<file path="config.mk">
export PLATFORM = sky130hd
export DESIGN_NAME = gptim_mc
export DESIGN_NICKNAME = d
export VERILOG_FILES = /design/src/rtl/lexington_pkg.sv /design/src/rtl/gptim_channel.sv /design/src/rtl/gptim_mc.sv
export SDC_FILE = /design/constraint.sdc
export NUM_CORES = 1
export LEC_CHECK = 0
export BUFFER_PORTS_ARGS = -buffer_cell sky130_fd_sc_hd__buf_2
export CAP_MARGIN = 20
export CORE_MARGIN = 3
export CORE_UTILIZATION = 30
export DETAILED_ROUTE_END_ITERATION = 8
export PLACE_DENSITY = 0.53
export SLEW_MARGIN = 5
export SYNTH_ARGS = -nofsm -noshare
export SYNTH_HDL_FRONTEND = slang
export SYNTH_HIERARCHICAL = 1
export SYNTH_SLANG_ARGS = --single-unit
</file>
<file path="constraint.sdc">
create_clock -name clk -period 3 [get_ports clk]
set_clock_uncertainty 0.15 [all_clocks]
set_input_delay 0.6 -clock clk [delete_from_list [all_inputs] [get_ports clk]]
set_output_delay 0.6 -clock clk [all_outputs]
set_load 0.005 [all_outputs]
</file>
<file path="src/rtl/lexington_pkg.sv">
// rtl/lexington_pkg.sv - register map constants and CTRL layout shared by the gptim_mc timer
package lexington_pkg;

    localparam int MAX_CHANNELS = 4;
    localparam int CH_OFS_BITS  = 4;
    localparam int GPTIM_AW     = $clog2(MAX_CHANNELS) + CH_OFS_BITS;

    localparam logic [1:0] OFF_CTRL = 2'd0;
    localparam logic [1:0] OFF_CNT  = 2'd1;
    localparam logic [1:0] OFF_ARR  = 2'd2;
    localparam logic [1:0] OFF_CMP  = 2'd3;

    typedef struct packed {
        logic [7:0] psc;
        logic [3:0] rsvd;
        logic       if_flag;
        logic       ie;
        logic       oneshot;
        logic       en;
    } ctrl_t;

    function automatic int addr_width(input int channels);
        return $clog2(channels) + CH_OFS_BITS;
    endfunction

    function automatic logic [31:0] ctrl_word(input ctrl_t c);
        ctrl_t r;
        r      = c;
        r.rsvd = '0;
        return {16'h0000, r};
    endfunction

endpackage

</file>
<file path="src/rtl/gptim_channel.sv">
// rtl/gptim_channel.sv - one timer channel: prescaler, up-counter with auto-reload, flags, compare
// Compare register and pwm output exist only when GPTIM_PWM_EN is defined.
module gptim_channel
    import lexington_pkg::*;
#(
    parameter int WIDTH = 32
) (
    input  logic             clk,
    input  logic             rst,
    input  logic             wr_ctrl,
    input  logic             wr_cnt,
    input  logic             wr_arr,
    input  logic             wr_cmp,
    input  logic [31:0]      wr_data,
    input  logic [3:0]       wr_strobe,
    output ctrl_t            ctrl,
    output logic [WIDTH-1:0] cnt,
    output logic [WIDTH-1:0] arr,
    output logic [WIDTH-1:0] cmp,
    output logic             irq,
    output logic             pwm
);

    logic [7:0]       psc_cnt;
    logic             tick;
    logic             wrap;
    logic             if_clr;
    ctrl_t            ctrl_next;
    logic [31:0]      bmask;
    logic [WIDTH-1:0] wmask;
    logic [WIDTH-1:0] wdat;
    logic             unused_wr;

    assign bmask = {{8{wr_strobe[3]}}, {8{wr_strobe[2]}}, {8{wr_strobe[1]}}, {8{wr_strobe[0]}}};
    assign wmask = bmask[WIDTH-1:0];
    assign wdat  = wr_data[WIDTH-1:0];
    assign unused_wr = ^{wr_data, bmask};

    function automatic logic [WIDTH-1:0] merge(input logic [WIDTH-1:0] old);
        return (old & ~wmask) | (wdat & wmask);
    endfunction

    assign tick   = ctrl.en && (psc_cnt == ctrl.psc);
    // A CNT write in the same cycle swallows the tick, so it can never wrap.
    assign wrap   = tick && !wr_cnt && (cnt == arr);
    assign if_clr = wr_ctrl && wr_strobe[0] && wr_data[3];
    assign irq    = ctrl.if_flag && ctrl.ie;

    always_comb begin
        ctrl_next = ctrl;
        if (wrap && ctrl.oneshot) begin
            ctrl_next.en = 1'b0;
        end
        if (wr_ctrl && wr_strobe[0]) begin
            ctrl_next.en      = wr_data[0];
            ctrl_next.oneshot = wr_data[1];
            ctrl_next.ie      = wr_data[2];
        end
        if (wr_ctrl && wr_strobe[1]) begin
            ctrl_next.psc = wr_data[15:8];
        end
        ctrl_next.if_flag = wrap || (ctrl.if_flag && !if_clr);
        ctrl_next.rsvd    = '0;
    end

    always_ff @(posedge clk or posedge rst) begin
        if (rst) begin
            ctrl    <= '0;
            cnt     <= '0;
            arr     <= '1;
            psc_cnt <= '0;
        end else begin
            ctrl <= ctrl_next;
            if (wr_ctrl || !ctrl.en || tick) begin
                psc_cnt <= '0;
            end else begin
                psc_cnt <= psc_cnt + 8'd1;
            end
            if (wr_cnt) begin
                cnt <= merge(cnt);
            end else if (tick) begin
                cnt <= (cnt == arr) ? '0 : cnt + WIDTH'(1);
            end
            if (wr_arr) begin
                arr <= merge(arr);
            end
        end
    end

`ifdef GPTIM_PWM_EN
    always_ff @(posedge clk or posedge rst) begin
        if (rst) begin
            cmp <= '0;
            pwm <= 1'b0;
        end else begin
            if (wr_cmp) begin
                cmp <= merge(cmp);
            end
            pwm <= ctrl.en && (cnt < cmp);
        end
    end
`else
    logic unused_cmp;
    assign unused_cmp = wr_cmp;
    assign cmp        = '0;
    assign pwm        = 1'b0;
`endif

endmodule

</file>
<file path="src/rtl/gptim_mc.sv">
// rtl/gptim_mc.sv - multi-channel general-purpose timer: address decode, read mux, channel array
// Optional compare/pwm feature is enabled by defining GPTIM_PWM_EN.
module gptim_mc
    import lexington_pkg::*;
#(
    parameter int CHANNELS = 2,
    parameter int WIDTH    = 32
) (
    input  logic                                     clk,
    input  logic                                     rst,
    input  logic                                     rd_en,
    input  logic                                     wr_en,
    input  logic [$clog2(CHANNELS)+CH_OFS_BITS-1:0]  addr,
    input  logic [31:0]                              wr_data,
    input  logic [3:0]                               wr_strobe,
    output logic [31:0]                              rd_data,
    output logic [CHANNELS-1:0]                      irq,
    output logic [CHANNELS-1:0]                      pwm
);

    logic [31:0]      ch_sel;
    logic [1:0]       off;
    logic [31:0]      rd_mux;
    logic             unused_addr;
    ctrl_t            ch_ctrl [CHANNELS];
    logic [WIDTH-1:0] ch_cnt  [CHANNELS];
    logic [WIDTH-1:0] ch_arr  [CHANNELS];
    logic [WIDTH-1:0] ch_cmp  [CHANNELS];

    // Channel indices at or beyond CHANNELS match no generate slot, so they read 0 and drop writes.
    assign ch_sel      = 32'(addr >> CH_OFS_BITS);
    assign off         = addr[3:2];
    assign unused_addr = ^addr[1:0];

    for (genvar g = 0; g < CHANNELS; g++) begin : g_ch
        logic hit;
        assign hit = wr_en && (ch_sel == 32'(g));

        gptim_channel #(
            .WIDTH(WIDTH)
        ) u_ch (
            .clk      (clk),
            .rst      (rst),
            .wr_ctrl  (hit && (off == OFF_CTRL)),
            .wr_cnt   (hit && (off == OFF_CNT)),
            .wr_arr   (hit && (off == OFF_ARR)),
            .wr_cmp   (hit && (off == OFF_CMP)),
            .wr_data  (wr_data),
            .wr_strobe(wr_strobe),
            .ctrl     (ch_ctrl[g]),
            .cnt      (ch_cnt[g]),
            .arr      (ch_arr[g]),
            .cmp      (ch_cmp[g]),
            .irq      (irq[g]),
            .pwm      (pwm[g])
        );
    end

    always_comb begin
        rd_mux = '0;
        for (int i = 0; i < CHANNELS; i++) begin
            if (ch_sel == 32'(i)) begin
                case (off)
                    OFF_CTRL: rd_mux = ctrl_word(ch_ctrl[i]);
                    OFF_CNT:  rd_mux = 32'(ch_cnt[i]);
                    OFF_ARR:  rd_mux = 32'(ch_arr[i]);
                    OFF_CMP:  rd_mux = 32'(ch_cmp[i]);
                    default:  rd_mux = '0;
                endcase
            end
        end
    end

    always_ff @(posedge clk or posedge rst) begin
        if (rst) begin
            rd_data <= '0;
        end else if (rd_en) begin
            rd_data <= rd_mux;
        end
    end

endmodule

</file>
Yosys cells after proc, flatten, opt, wreduce, memory -nomap -nowiden
Index checks and enable logic that the tools add are counted.
{ "word_totals": {"reg_bits": 200, "latch_bits": 0, "mem_bits_rw": 0, "in_bits": 45, "output_inout_bits": 36, "elab_cells": 98, "memories": 0, "mem_bits_ro": 0} }
{ "op_classes": {"order_cmp": 0, "div_mod_pow": 0, "eq_ne": 7, "n_bitwise": 10, "multipliers": 0, "n_shift": 0, "n_reduce_logical": 44, "n_addsub": 4, "muxes": 16} }
{ "ops": {"columns": ["op", "count"], "rows": [
  ["2-to-1 mux 32 bit", 8],
  ["one-hot mux 32 bit (4 select lines)", 2],
  ["AND 32 bit", 5],
  ["OR 32 bit", 4],
  ["adder 32 x 1 -> 32 bit, second input constant", 2],
  ["== test 32 bit", 2],
  ["zero test 32 bit", 1],
  ["inverter 32 bit", 1],
  ["logical AND 1 bit", 26],
  ["adder 8 x 1 -> 8 bit, second input constant", 2],
  ["== test 8 bit", 2],
  ["2-to-1 mux 8 bit", 2],
  ["nonzero test 2 bit", 4],
  ["zero test 1 bit", 6],
  ["logical OR 1 bit", 6],
  ["== test 2 bit, second input constant", 2],
  ["2-to-1 mux 1 bit", 4],
  ["== test 2 x 1 -> 1 bit, second input constant", 1],
  ["zero test 2 bit", 1]
]} }

Depth between registers and ports, before layout
{ "depth": {"depth_word": 9, "ltp_mapped": 11, "depth_no_buf": 7} }

Cells and area by module
Netlist, hierarchy kept.
{ "modules_own_cells": {"columns": ["mod", "seq_area_each_um2", "n_inst", "cells_each", "area_each_um2"], "rows": [
  ["gptim_channel", 2142.1, 2, 486, 5023.6],
  ["gptim_mc", 800.8, 1, 302, 2961.6]
]} }

Worst setup path after synthesis
OpenSTA, ideal clock, no wires.
{ "synth_timing": {"kind": "input to register", "from": "input port addr[3]", "to": "register with a tool-made name", "stages": 10, "n_path_buf": 5, "t_arrival_ns": 2.491, "path_slack_ns": 0.235, "cell_sequence": "buf_2 -> nor2b_1 -> clkbuf_1 -> clkbuf_1 -> and3_1 -> clkbuf_1 -> a21oi_2 -> buf_6 -> a21o_1 -> a211o_1"} }
{ "synth_lines": {"columns": ["item", "line_no", "source"], "rows": [
  ["start, declared", "gptim_mc.sv:13", "input logic [$clog2(CHANNELS)+CH_OFS_BITS-1:0] addr,"]
]} }

==> metrics.cfg <==
[run_status]
status = finished, final reports clean

[timing]
fin_crit_sh_pct = 93.06
period_needed_ns = 2.792
setup_ws_ns = 0.2082
finalHoldViolCount = 0
rsz0062_at_grt = false
fmax_mhz = 358.2
slew_headroom_pct = 34.41
tns_ns = 0
finalSetupViolations = 0
maxSlewViolCount = 0
worst_pin_slew_ns = 0.9764

[routing]
drtPass1Iterations = 5
drc = 0
drt_wl_total_um = 41480
vias = 10340
drt_iter0_drc = 1009
wl_per_cell_um = 21.64
drt.antenna.violating_nets = 0
vias_per_cell = 5.395

[cts]
cts_resized = 0
worstSkewPairLatency_ns = 0.46
numCtsBuffers = 17
clock-sinks = 200
postCtsSetupRepairBufs = 0
root_buffer = clkbuf_16
hold_buffers = 0
clk_path_buf_depth = 2
cts.htree.levels = 4
clk_pin_slew_worst_paths_ns = 0.08
cts_tree = done

[grt]
grt_overflow = 0
track_usage_pct = 18.39
grt_max_degree = 74
grt_pass1_wl_um = 63080
antenna_found_initial = 0
first_global_vias = 10210

[cells_and_area]
fin_util_pct = 34.59
fin_nets = 1414
stdcell_count = 1917
syn2layout_area_growth_pct = 12.90
fill_cells = 4348
drive_above_1_share_pct = 29.97
diodes = 0

[floorplan]
start_util_pct = 30.64
fp.dieW_um = 213.7
core_area_um2 = 42230
fp.dieH_um = 213.7
rows = 75
die_area_um2 = 45650
ioPinCount = 81

[run]
maxCapViolations = 0

[synthesis]
synth.avg_cell_area_um2 = 10.24
synth_area_um2 = 12940
yosysWarnings = 6
synthCells = 1263

[power_and_ir_drop]
p_leak_uw = 0.006142
powerDensity_nw_per_um2 = 627.5
vdd_drop_max_v = 0.0003689

[placed_design]
hpwl_um = 31190
port_buffers = 76
dp_cells = 1885
globalplace.congestion = 0.8644
post-place-ws_ns = 0.1288

[worst_setup_path]
cp_num_buf_inv = 2
rrSetupSlack_ns = 0.21
cp_num_cells = 8
max_stage_delay_ns = 0.57
slowest_stage = dfstp_2
cp_cell_sequence = xnor2_1 > buf_4 > nand4_1 > nor4_4 > a21oi_2 > buf_4 > a22oi_1 > nand3_1
critPathKind = reg2reg
cp_common_cell = buf_4
cp-end-kind = flop
critPathRequiredTime_ns = 3.19
cp.arrival_ns = 2.98
crit_family = simple AND/OR/NAND/NOR gates
crit_fanout = 18
start_kind = flop
r2r_cells = 8

[min_path]
hp-class = in2async

-- report_power, final --
group          internal [uW]  switching (uW)
registers               3350             621
clock network           1320            1160
logic                   1260            1460
total                   5930            3230
-- layer usage --
metal | global-route usage, % | up-vias | routed length, um
li1 | - | 4752 | -
met1 | 26.92 | 5261 | 20000
met2 | 28.86 | 300 | 18820
met3 | 2.999 | 30 | 2189
met4 | 3.669 | 0 | 472
met5 | 0 | - | 0
-- metrics by stage --
| step | instance area [um2] | hold slack, ns | total power (uW) |
|---|---|---|---|
| final | 14610 | 0.01347 | 9165 |
| after global routing | 14610 | 0.03775 | 9647 |
| after CTS | 14610 | 0.01632 | 9206 |
| after detailed placement | 14010 | 0.3482 | 6703 |
| after global placement | 14010 | 0.3354 | 6642 |
| after floorplan | 13180 | 0.3033 | 5729 |
-- worst min-delay path by stage --
stage	slack (ns)	end	depth (start not counted)
floorplan	0.30	g_ch[1].u_ch/ctrl[3]$_DFF_PP0_	2
global placement	0.34	g_ch[0].u_ch/ctrl[3]$_DFF_PP0_	2
detailed placement	0.35	g_ch[0].u_ch/ctrl[3]$_DFF_PP0_	2
CTS	0.02	g_ch[0].u_ch/ctrl[8]$_DFFE_PP0P_	2
global route	0.04	g_ch[0].u_ch/psc_cnt[7]$_DFF_PP0_	2
finish	0.01	g_ch[0].u_ch/ctrl[8]$_DFFE_PP0P_	2
-- cells in the final DEF (no fill, tap or decap), types with 30 or more instances in the layout --
cell	instances
nand3_1	53
xnor2_1	62
nand2_1	87
dfrtp_1	136
mux2_2	128
dfstp_2	64
buf_2	75
a21oi_1	30
inv_1	50
nor2_1	67
conb_1	66
nand4_1	32
a221oi_1	44
buf_4	71
-- cell type report --
type / count / area (um2) / share of cell area, %
multi-input cells: 942 / 7022 / 48.07
flip-flops and latches: 200 / 5085 / 34.81
repair buffers: 152 / 1028 / 7.041
well taps: 539 / 674.4 / 4.617
clock buffers: 18 / 429.2 / 2.938
inverters: 52 / 197.7 / 1.353
clock inverters: 14 / 170.2 / 1.165
Power figures use the tool's default switching activity.
